### src/rtl/neo_sound_mailbox.sv
// neo_sound_mailbox: 68K <-> Z80 sound command/reply mailbox.
// All strobes are sampled on CLK and edge-detected against a one-cycle history.
// Optional build macro SOUND_CMD_FIFO_EN replaces the single command latch
// with a 4-entry command FIFO and adds the sticky CMD_OVF output.
module neo_sound_mailbox #(
  parameter logic [7:0] RESET_REPLY    = 8'h00,
  parameter logic       NMI_EN_DEFAULT = 1'b0
) (
  input  logic       CLK,
  input  logic       nRESET,
  input  logic [7:0] M68K_DATA,
  input  logic       nSDW,
  input  logic       nSDRD68,
  input  logic [7:0] SDD_IN,
  input  logic       nSDZ80R,
  input  logic       nSDZ80W,
  input  logic       nSDZ80CLR,
  input  logic       nNMI_SET,
  input  logic       nNMI_RESET,
  output logic [7:0] CMD_OUT,
  output logic [7:0] REPLY_OUT,
  output logic       CMD_PENDING,
  output logic       REPLY_READ,
  output logic       nZ80NMI
`ifdef SOUND_CMD_FIFO_EN
  ,
  output logic       CMD_OVF
`endif
);

  // 'sampled' blocks falling events on the first edge after reset, so a strobe
  // that is already low when reset releases never looks like a fresh edge.
  logic sampled;
  logic prev_sdw, prev_rd68, prev_z80r, prev_z80w, prev_clr, prev_nset, prev_nrst;
  logic sdw_fall, rd68_rise, z80r_rise, z80w_fall, clr_fall, nset_fall, nrst_fall;
  logic pend_next, nmi_en, nmi_en_next;

  // Strobe history registers.
  always_ff @(posedge CLK or negedge nRESET) begin
    if (!nRESET) begin
      sampled   <= 1'b0;
      prev_sdw  <= 1'b1;
      prev_rd68 <= 1'b1;
      prev_z80r <= 1'b1;
      prev_z80w <= 1'b1;
      prev_clr  <= 1'b1;
      prev_nset <= 1'b1;
      prev_nrst <= 1'b1;
    end else begin
      sampled   <= 1'b1;
      prev_sdw  <= nSDW;
      prev_rd68 <= nSDRD68;
      prev_z80r <= nSDZ80R;
      prev_z80w <= nSDZ80W;
      prev_clr  <= nSDZ80CLR;
      prev_nset <= nNMI_SET;
      prev_nrst <= nNMI_RESET;
    end
  end

  assign sdw_fall  = sampled & prev_sdw  & ~nSDW;
  assign z80w_fall = sampled & prev_z80w & ~nSDZ80W;
  assign clr_fall  = sampled & prev_clr  & ~nSDZ80CLR;
  assign nset_fall = sampled & prev_nset & ~nNMI_SET;
  assign nrst_fall = sampled & prev_nrst & ~nNMI_RESET;
  assign z80r_rise = ~prev_z80r & nSDZ80R;
  assign rd68_rise = ~prev_rd68 & nSDRD68;

`ifdef SOUND_CMD_FIFO_EN
  logic [7:0] fifo_mem [4];
  logic [1:0] wr_ptr, rd_ptr, wr_ptr_d, rd_ptr_d, push_addr;
  logic [2:0] count, count_d;
  logic       ovf, ovf_d, push_en;

  // FIFO next state: flush or pop first, then the push sees the freed slot.
  always_comb begin
    wr_ptr_d  = wr_ptr;
    rd_ptr_d  = rd_ptr;
    count_d   = count;
    ovf_d     = ovf;
    push_en   = 1'b0;
    if (clr_fall) begin
      wr_ptr_d = 2'd0;
      rd_ptr_d = 2'd0;
      count_d  = 3'd0;
      ovf_d    = 1'b0;
    end else if (z80r_rise && count != 3'd0) begin
      rd_ptr_d = rd_ptr + 2'd1;
      count_d  = count - 3'd1;
    end
    push_addr = wr_ptr_d;
    if (sdw_fall) begin
      if (count_d == 3'd4) begin
        ovf_d = 1'b1;
      end else begin
        push_en  = 1'b1;
        wr_ptr_d = wr_ptr_d + 2'd1;
        count_d  = count_d + 3'd1;
      end
    end
  end

  // FIFO pointer/count/overflow registers.
  always_ff @(posedge CLK or negedge nRESET) begin
    if (!nRESET) begin
      wr_ptr <= 2'd0;
      rd_ptr <= 2'd0;
      count  <= 3'd0;
      ovf    <= 1'b0;
    end else begin
      wr_ptr <= wr_ptr_d;
      rd_ptr <= rd_ptr_d;
      count  <= count_d;
      ovf    <= ovf_d;
    end
  end

  // FIFO storage; empty slots are never shown because CMD_OUT masks on count.
  always_ff @(posedge CLK) begin
    if (push_en) fifo_mem[push_addr] <= M68K_DATA;
  end

  assign pend_next   = (count_d != 3'd0);
  assign CMD_OUT     = (count == 3'd0) ? 8'h00 : fifo_mem[rd_ptr];
  assign CMD_PENDING = (count != 3'd0);
  assign CMD_OVF     = ovf;
`else
  logic [7:0] cmd_q, cmd_d;
  logic       pend_q;

  // Command latch next state: a new write always beats a clear or read-complete.
  always_comb begin
    cmd_d     = cmd_q;
    pend_next = pend_q;
    if (sdw_fall) begin
      cmd_d     = M68K_DATA;
      pend_next = 1'b1;
    end else if (clr_fall) begin
      cmd_d     = 8'h00;
      pend_next = 1'b0;
    end else if (z80r_rise) begin
      pend_next = 1'b0;
    end
  end

  // Command latch registers.
  always_ff @(posedge CLK or negedge nRESET) begin
    if (!nRESET) begin
      cmd_q  <= 8'h00;
      pend_q <= 1'b0;
    end else begin
      cmd_q  <= cmd_d;
      pend_q <= pend_next;
    end
  end

  assign CMD_OUT     = cmd_q;
  assign CMD_PENDING = pend_q;
`endif

  // Disable wins when both NMI port strobes fall together.
  assign nmi_en_next = nrst_fall ? 1'b0 : (nset_fall ? 1'b1 : nmi_en);

  // NMI enable and the registered NMI output, driven from next-state values.
  always_ff @(posedge CLK or negedge nRESET) begin
    if (!nRESET) begin
      nmi_en  <= NMI_EN_DEFAULT;
      nZ80NMI <= 1'b1;
    end else begin
      nmi_en  <= nmi_en_next;
      nZ80NMI <= ~(pend_next & nmi_en_next);
    end
  end

  // Reply path: a Z80 reply write beats a simultaneous 68K read completion.
  always_ff @(posedge CLK or negedge nRESET) begin
    if (!nRESET) begin
      REPLY_OUT  <= RESET_REPLY;
      REPLY_READ <= 1'b1;
    end else if (z80w_fall) begin
      REPLY_OUT  <= SDD_IN;
      REPLY_READ <= 1'b0;
    end else if (rd68_rise) begin
      REPLY_READ <= 1'b1;
    end
  end

endmodule

### config.mk
export PLATFORM = sky130hd
export DESIGN_NAME = neo_sound_mailbox
export DESIGN_NICKNAME = d
export VERILOG_FILES = /design/src/rtl/neo_sound_mailbox.sv
export SDC_FILE = /design/constraint.sdc
export NUM_CORES = 1
export LEC_CHECK = 0
export CORE_ASPECT_RATIO = 0.8
export CORE_UTILIZATION = 40
export CTS_CLUSTER_SIZE = 25
export DETAILED_ROUTE_END_ITERATION = 12
export PLACE_DENSITY = 0.73
export RECOVER_POWER = 100
export SYNTH_ARGS = -nofsm -noshare
export SYNTH_HDL_FRONTEND = slang
export SYNTH_SLANG_ARGS = --single-unit
### constraint.sdc
create_clock -name CLK -period 1.57 [get_ports CLK]
set_clock_uncertainty 0.2 [all_clocks]
set_input_delay 0.2355 -clock CLK [delete_from_list [all_inputs] [get_ports CLK]]
set_output_delay 0.2355 -clock CLK [all_outputs]
set_load 0.02 [all_outputs]
# [Word level (Yosys, flattened, before mapping)]
# Cells that the tools add are included.
[word_totals] regBits=28 in_bits=25 out_inout_bits=19 elab_cells=46
[op_classes] muxes=9 bitwise_logic=21 n_reduce_logical=2
[op_table] operator="8-bit 2-to-1 mux" count=2
[op_table] operator="1-bit AND" count=13
[op_table] operator="1-bit NOT" count=8
[op_table] operator="1-bit 2-to-1 mux" count=7
[op_table] operator="2-bit nonzero test" count=2

# [Depth between registers and ports, before layout]
# Gate-level depths: netlist (run 1).
[logic_depth] depth_word=7 mapped_depth=4 ltp_nobuf=3

# [Worst setup path before layout (run 1)]
# Ideal clock, no wire load.
[synth_timing] path_kind="register -> register" start="reg prev_sdw" end="reg cmd_q[0] (netlist: CMD_OUT[0])" setup_time_ns=0.121 arrival_ns=0.975 t_required_ns=1.249 path_slack_ns=0.274 path_stages_with_launch=4 path_buffers=0 synth_period_minus_slack_ns=1.296 path_cell_list="dfstp_2 > nor2b_1 > o21ai_1 > a22o_1"
[synth_between] elab_chain_len=3 elab_cells_between_ends=4 cone_classes="1 x mux; 2 x bitwise; 1 x reduce/logical"
[synth_rtl] item="start: declaration" line="34" source="logic prev_sdw, prev_rd68, prev_z80r, prev_z80w, prev_clr, prev_nset, prev_nrst;"
[synth_rtl] item="start signal: assignment" line="51" source="prev_sdw <= nSDW;"
[synth_rtl] item="1-bit AND (*) (2 in series)" line="61" source="assign sdw_fall = sampled & prev_sdw & ~nSDW;"
[synth_rtl] item="8-bit 2-to-1 mux or 2-bit nonzero test (tied branches)"
[synth_rtl] item="end signal: assignment" line="152" source="cmd_q <= cmd_d;"
[synth_rtl] item="end: declaration" line="128" source="logic [7:0] cmd_q, cmd_d;"
# Every way passes the cells marked *; elsewhere a longest branch is shown, timed or not.
# A chain may end at the register's enable or synchronous reset.

# [Worst setup path in the final report (run 1)]
[layout_timing] start="reg pend_q (netlist: CMD_PENDING)" end="out CMD_PENDING"
[layout_lines] item="start: declaration" line="129" source="logic pend_q;"
[layout_lines] item="start signal: assignment" line="153" source="pend_q <= pend_next;"
[layout_lines] item="end: declaration" line="22" source="output logic CMD_PENDING,"
# No word-level cell between the ends.

==> results.cfg, run 1 <==
[final_layout]
seqCellArea_um2 = 712
fillers = 170
fin_util_pct = 65.7
final_nets = 136
syn2layout_area_growth_pct = 47.4
diodes = 0
finish.instance_area_um2 = 1480
instances_no_fill = 135
multi_input_comb_area_um2 = 284
share_of_cells_above_drive_strength_1_pct = 16.4

[grt]
grtUsageTotal_pct = 15.8
grt_max_degree = 29
globalRoute.totalOverflow = 0
grt_pass1_vias = 694
first_pass_grt_wire_length_um = 3070
number_of_antenna_violations_at_the_first_check_in_global_routing = 0

[placed_design]
dp_hpwl_um = 1500
io_buf_count = 43
pre_cts_ws_ns = -0.143
placedInstanceArea_um2 = 1490
placed_cells = 131
place_congestion = 0.694

[critical_path]
critPathMaxStageDelay_ns = 0.42
crit_path_start_kind = register
cp_cell_sequence = dlygate4sd2_1
critPathRequiredTime_ns = 1.13
reg2reg_setup_slack_ns = 0.13
path_max_fanout = 2
family_with_the_most_delay_on_the_worst_path = flip-flops
worst_reg2reg_startpoint = prev_sdw$_DFF_PN1_
criticalPathCategory = register to output port
critical-path-slowest-cell = dfrtp_1
timing.critical_path.buf_inv = 1
setup.worst_path.start = CMD_PENDING$_DFF_PN0_
setup.worst_path.end_class = output port
cp_data_arrival_time_ns = 1.06

[sta]
final-max-slew-violation-count = 0
final-setup-viol-count = 0
tns_ns = 0
rsz0062_at_grt = false
fin_ws_ns = 0.0731
finalCriticalPeriod_ns = 1.50
worst_slew_pin_slew_ns = 0.667
maxClockFrequency_ghz = 0.668
worst_slew_margin_rel_pct = 55.6
final-hold-violation-count = 0
min_period_over_period_pct = 95.3

[detailed_routing]
detail_route.wl_per_cell_um = 14.7
ant_nets = 0
viasPerCell = 5.03
routed-via-count = 679
detailedRoute.firstPassIterationCount = 8
final_routed_drc_violation_total = 5
detail_route.wirelength_um = 1980
drt_first_iter_violations = 18

[die]
num_rows = 15
core_um2 = 2250
die_y_um = 46.8
ioPinCount = 44
die_w_um = 58
die_area_um2 = 2710
initial_core_util_pct = 44.6

[clocking]
cts.path.max_buffers = 2
tritoncts_buffer_count = 3
cts_max_level = 1
cts.reportedPaths.clkPinSlew_ns = 0.14
worstSkewPairLatency_ns = 0.32
cts_root_buffer = clkbuf_4
cts_tree = built
hold_buffers = 0
cts_num_sinks = 28
cts_setup_buffers = 0

[power_and_ir_drop]
powerDensity_nw_per_um2 = 1050
power.leakage_uw = 0.000691
power.ir.vdd_worst_mv = 0.733

[run]
maxCapViolations = 0

[logic_synthesis]
synth_cell_type_count = 18
ys_ff_latch = 28
syn-mean-instance-area_um2 = 16.5
synthesis.nets = 86
netlist.top_cell.by_area = dfrtp_1
syn_inst = 61
ys_top_cells_by_area = dfrtp_1, dfstp_2, mux2_1
synth_sequential_area_ratio_pct = 70.9
synth_area_um2 = 1000
yosysTopAreaCellShare_pct = 47.4
yosys_warnings = 0

[min_path]
timing.hold.worst.class = input pin to asynchronous set/reset pin

[status]
failed_checks = DRC
run_status = finished with violations
[worst register-to-register path, cell delays in order (launching register included)]
cell	delay (ns)
dfstp_2	0.55
and3b_1	0.37
a31o_4	0.15
o221ai_1	0.10
[layer usage]
layer	track usage [%]	vias to the layer above	wire length, um	share of wire [%]
li1	-	318	-	-
met1	20.2	329	860	43
met2	26.0	32	915	46
met3	6.61	0	207	10
met4	2.86	0	0	0
met5	0	-	0	0
[through the flow]
| step | hold WS (ns) | total power (uW) |
|---|---|---|
| after global routing | 0.246 | 1630 |
| after global placement | 0.272 | 1290 |
| after floorplan | -0.260 | 1050 |
| after detailed placement | 0.280 | 1300 |
| after CTS | 0.0498 | 1590 |
| final | 0.262 | 1550 |
[power by group]
part | internal [uW] | switching (uW)
clock | 142 | 196
sequential | 819 | 41.7
combinational | 175 | 181
total | 1140 | 419
[placed cells by master, fill, tap and decap left out]
master,count
dlygate4sd3_1,8
nand3b_4,1
nand2_1,2
clkbuf_1,1
dfstp_2,8
nand2b_1,1
mux2_1,8
o21a_1,1
a22o_1,8
dfstp_1,1
nand3b_1,1
o221ai_1,1
clkdlybuf4s50_1,16
clkbuf_4,3
buf_4,1
conb_1,1
a31o_4,1
nor2_1,1
nor2b_1,3
o22a_1,1
dfrtp_1,19
dlygate4sd2_1,17
o21ai_1,1
clkbuf_8,1
clkbuf_2,3
and3b_1,1
[cell type report]
class	count	share of cell area, %
Timing Repair Buffer	46	28.1
Multi-Input combinational cell	32	19.2
Clock buffer	4	2.45
Sequential cell	28	48.1
Tap cell	25	2.12
[final timing paths]
| check | cells after the start | endpoint |
|---|---|---|
| min in group CLK | 1 | prev_z80r$_DFF_PN1_ |
| max in group asynchronous | 2 | CMD_PENDING$_DFF_PN0_ |
| worst min-delay path | 2 | REPLY_OUT[5]$_DFFE_PN0P_ |
| worst max register to register | 3 | nZ80NMI$_DFF_PN1_ |
| worst max-delay path | 1 | CMD_PENDING |
| worst min register to register | 1 | REPLY_OUT[1]$_DFFE_PN0P_ |
[cells in the mapped netlist]
cell type and instances:
a22o_1 8, a31o_4 1, and3b_1 1, buf_4 1, conb_1 1, dfrtp_1 19, dfstp_2 9, mux2_1 8
nand2_1 2, nand2b_1 1, nand3b_1 1, nand3b_4 1, nor2_1 1, nor2b_1 3, o21a_1 1, o21ai_1 1
o221ai_1 1, o22a_1 1
[logic make-up after synthesis]
group / count (synthesis) / synth area share (%)
buffers and inverters: 1 / 0.748
and+or+nand+nor: 10 / 7.23
AOI/OAI and AO/OA: 13 / 11.7
other: 1 / 0.374
DFF: 28 / 70.9
muxes: 8 / 8.98
[what timing repair did]
item                                    in CTS  in global routing
resized for setup                           24                  1
endpoints found under the setup margin      19                  1
gates cloned                                 0                  0
(Power assumes the default switching activity.)
==> inputs of run 2 (changes only) <==
- SETUP_SLACK_MARGIN: default -> 0.05
==> results.cfg, run 2 (synthesis results as in run 1) <==
[status]
run_status = finished with violations
failed_checks = DRC

[final_layout]
syn2layout_area_growth_pct = 47.1
final_nets = 136
mostFrequentLayoutCell = dfrtp_1
most-common-layout-cells = dfrtp_1, clkdlybuf4s50_1, dlygate4sd2_1
share_of_cells_above_drive_strength_1_pct = 17.3
fin_util_pct = 65.6
fillers = 171
diodes = 0

[detailed_routing]
final_routed_drc_violation_total = 5
viasPerCell = 5.00
drt_first_iter_violations = 15
detailedRoute.firstPassIterationCount = 8
detail_route.wl_per_cell_um = 14.8
detail_route.wirelength_um = 2000
routed-via-count = 675
ant_nets = 0

[critical_path]
criticalPathCategory = register to output port
family_with_the_most_delay_on_the_worst_path = flip-flops
path_max_fanout = 2
critPathMaxStageDelay_ns = 0.41
critPathRequiredTime_ns = 1.13
cp_data_arrival_time_ns = 1.06
r2r.worst_path.cells = 3
worst_reg2reg_startpoint = prev_sdw$_DFF_PN1_
critical-path-slowest-cell = dfrtp_1
setup.worst_path.start = CMD_OUT[6]$_DFFE_PN0P_
crit_path_start_kind = register
reg2reg_setup_slack_ns = 0.17
timing.critical_path.buf_inv = 1
cp_cell_sequence = dlygate4sd2_1
r2r-end = CMD_OUT[6]$_DFFE_PN0P_
setup.worst_path.end_class = output port

[power_and_ir_drop]
powerDensity_nw_per_um2 = 1050
switching_power_uw = 422
p_int_uw = 1130
comb_power_share_pct = 22.9
power.leakage_uw = 0.000683
power.ir.vdd_worst_mv = 0.740
share_seq_of_total_power_pct = 55.3
power_frac_clock_pct = 21.9
power.switching_fraction_pct = 27.1

[sta]
maxClockFrequency_ghz = 0.669
worst_slew_margin_rel_pct = 55.6
fin_ws_ns = 0.0747
whs_ns = 0.262
final-max-slew-violation-count = 0
finalCriticalPeriod_ns = 1.50
final-setup-viol-count = 0
min_period_over_period_pct = 95.2
rsz0062_at_grt = true
final-hold-violation-count = 0
worst_slew_pin_slew_ns = 0.667

[grt]
globalRoute.totalOverflow = 0
number_of_antenna_violations_at_the_first_check_in_global_routing = 0
met1_layer_usage_reported_by_global_route_pct = 20.2
globalRoute.busiestLayer = met2
use_met2_pct = 26.0
grtUsageTotal_pct = 15.8
use_met3_pct = 6.61
grt_pass1_vias = 694
grt_max_degree = 29
first_pass_grt_wire_length_um = 3070

[die]
num_rows = 15
die_y_um = 46.8
ioPinCount = 44
core_um2 = 2250
die_w_um = 58
initial_core_util_pct = 44.6
die_area_um2 = 2710

[placed_design]
io_buf_count = 43
pre_cts_ws_ns = -0.143
place_congestion = 0.694
dp_hpwl_um = 1500

[clocking]
cts_max_level = 1
cts.path.max_buffers = 2
cts_setup_buffers = 0
cts_root_buffer = clkbuf_4
cts.reportedPaths.clkPinSlew_ns = 0.14
worstSkewPairLatency_ns = 0.32
tritoncts_buffer_count = 3
cts_tree = built
cts_num_sinks = 28

[min_path]
timing.hold.worst.class = input pin to asynchronous set/reset pin

[run]
maxCapViolations = 0
run 2: cell count changes in the layout (fill, tap and decap cells not counted), sizes merged:
cell	previous run	this run
clkdlybuf4s15	0	1
clkbuf	8	9
dlygate4sd2	17	15
run 2: timing repair:
item	in CTS	in global routing
setup endpoints to repair	19	17
hold buffers	0	0
resized for setup	25	18
run 2: power groups by stage:
stage | clock, uW | combinational, uW | sequential [uW]
2_1_floorplan | 0 | 81.4 | 968
3_3_place_gp | 0 | 418 | 874
6_report | 341 | 356 | 861
5_1_grt | 382 | 379 | 873
4_1_cts | 354 | 373 | 862
3_5_place_dp | 0 | 426 | 878
run 2: through the flow:
step                setup TNS, ns  cell area [um^2]  instances  power [uW]
global route                    0              1480        135        1630
floorplan                       0              1000         61        1050
CTS                             0              1500        135        1590
global placement            -1.01              1490        131        1290
detailed placement          -1.44              1490        131        1300
finish                          0              1480        135        1560
run 2: layout make-up:
type | count | area [um^2] | area share, %
Clock buffer | 4 | 36.3 | 2.46
Multi-Input combinational cell | 32 | 285 | 19.3
Sequential cell | 28 | 712 | 48.2
Tap cell | 25 | 31.3 | 2.12
Timing Repair Buffer | 46 | 412 | 27.9
run 2: how the worst max path moves through the flow:
| stage | end | slack, ns | depth (start not counted) |
|---|---|---|---|
| 6_report | CMD_OUT[6] | 0.07 | 1 |
| 3_5_place_dp | CMD_OUT[6]$_DFFE_PN0P_ | -0.14 | 4 |
| 2_1_floorplan | CMD_OUT[0]$_DFFE_PN0P_ | 0.27 | 3 |
| 3_3_place_gp | CMD_OUT[4]$_DFFE_PN0P_ | -0.1 | 4 |
| 4_1_cts | CMD_PENDING | 0.06 | 1 |
| 5_1_grt | CMD_OUT[6] | 0.02 | 1 |
run 2: routing by layer:
layer  vias up  routed length (um)
met3         0                 210
met4         0                   0
li1        317                   -
met1       326                 886
met5         -                   0
met2        32                 898
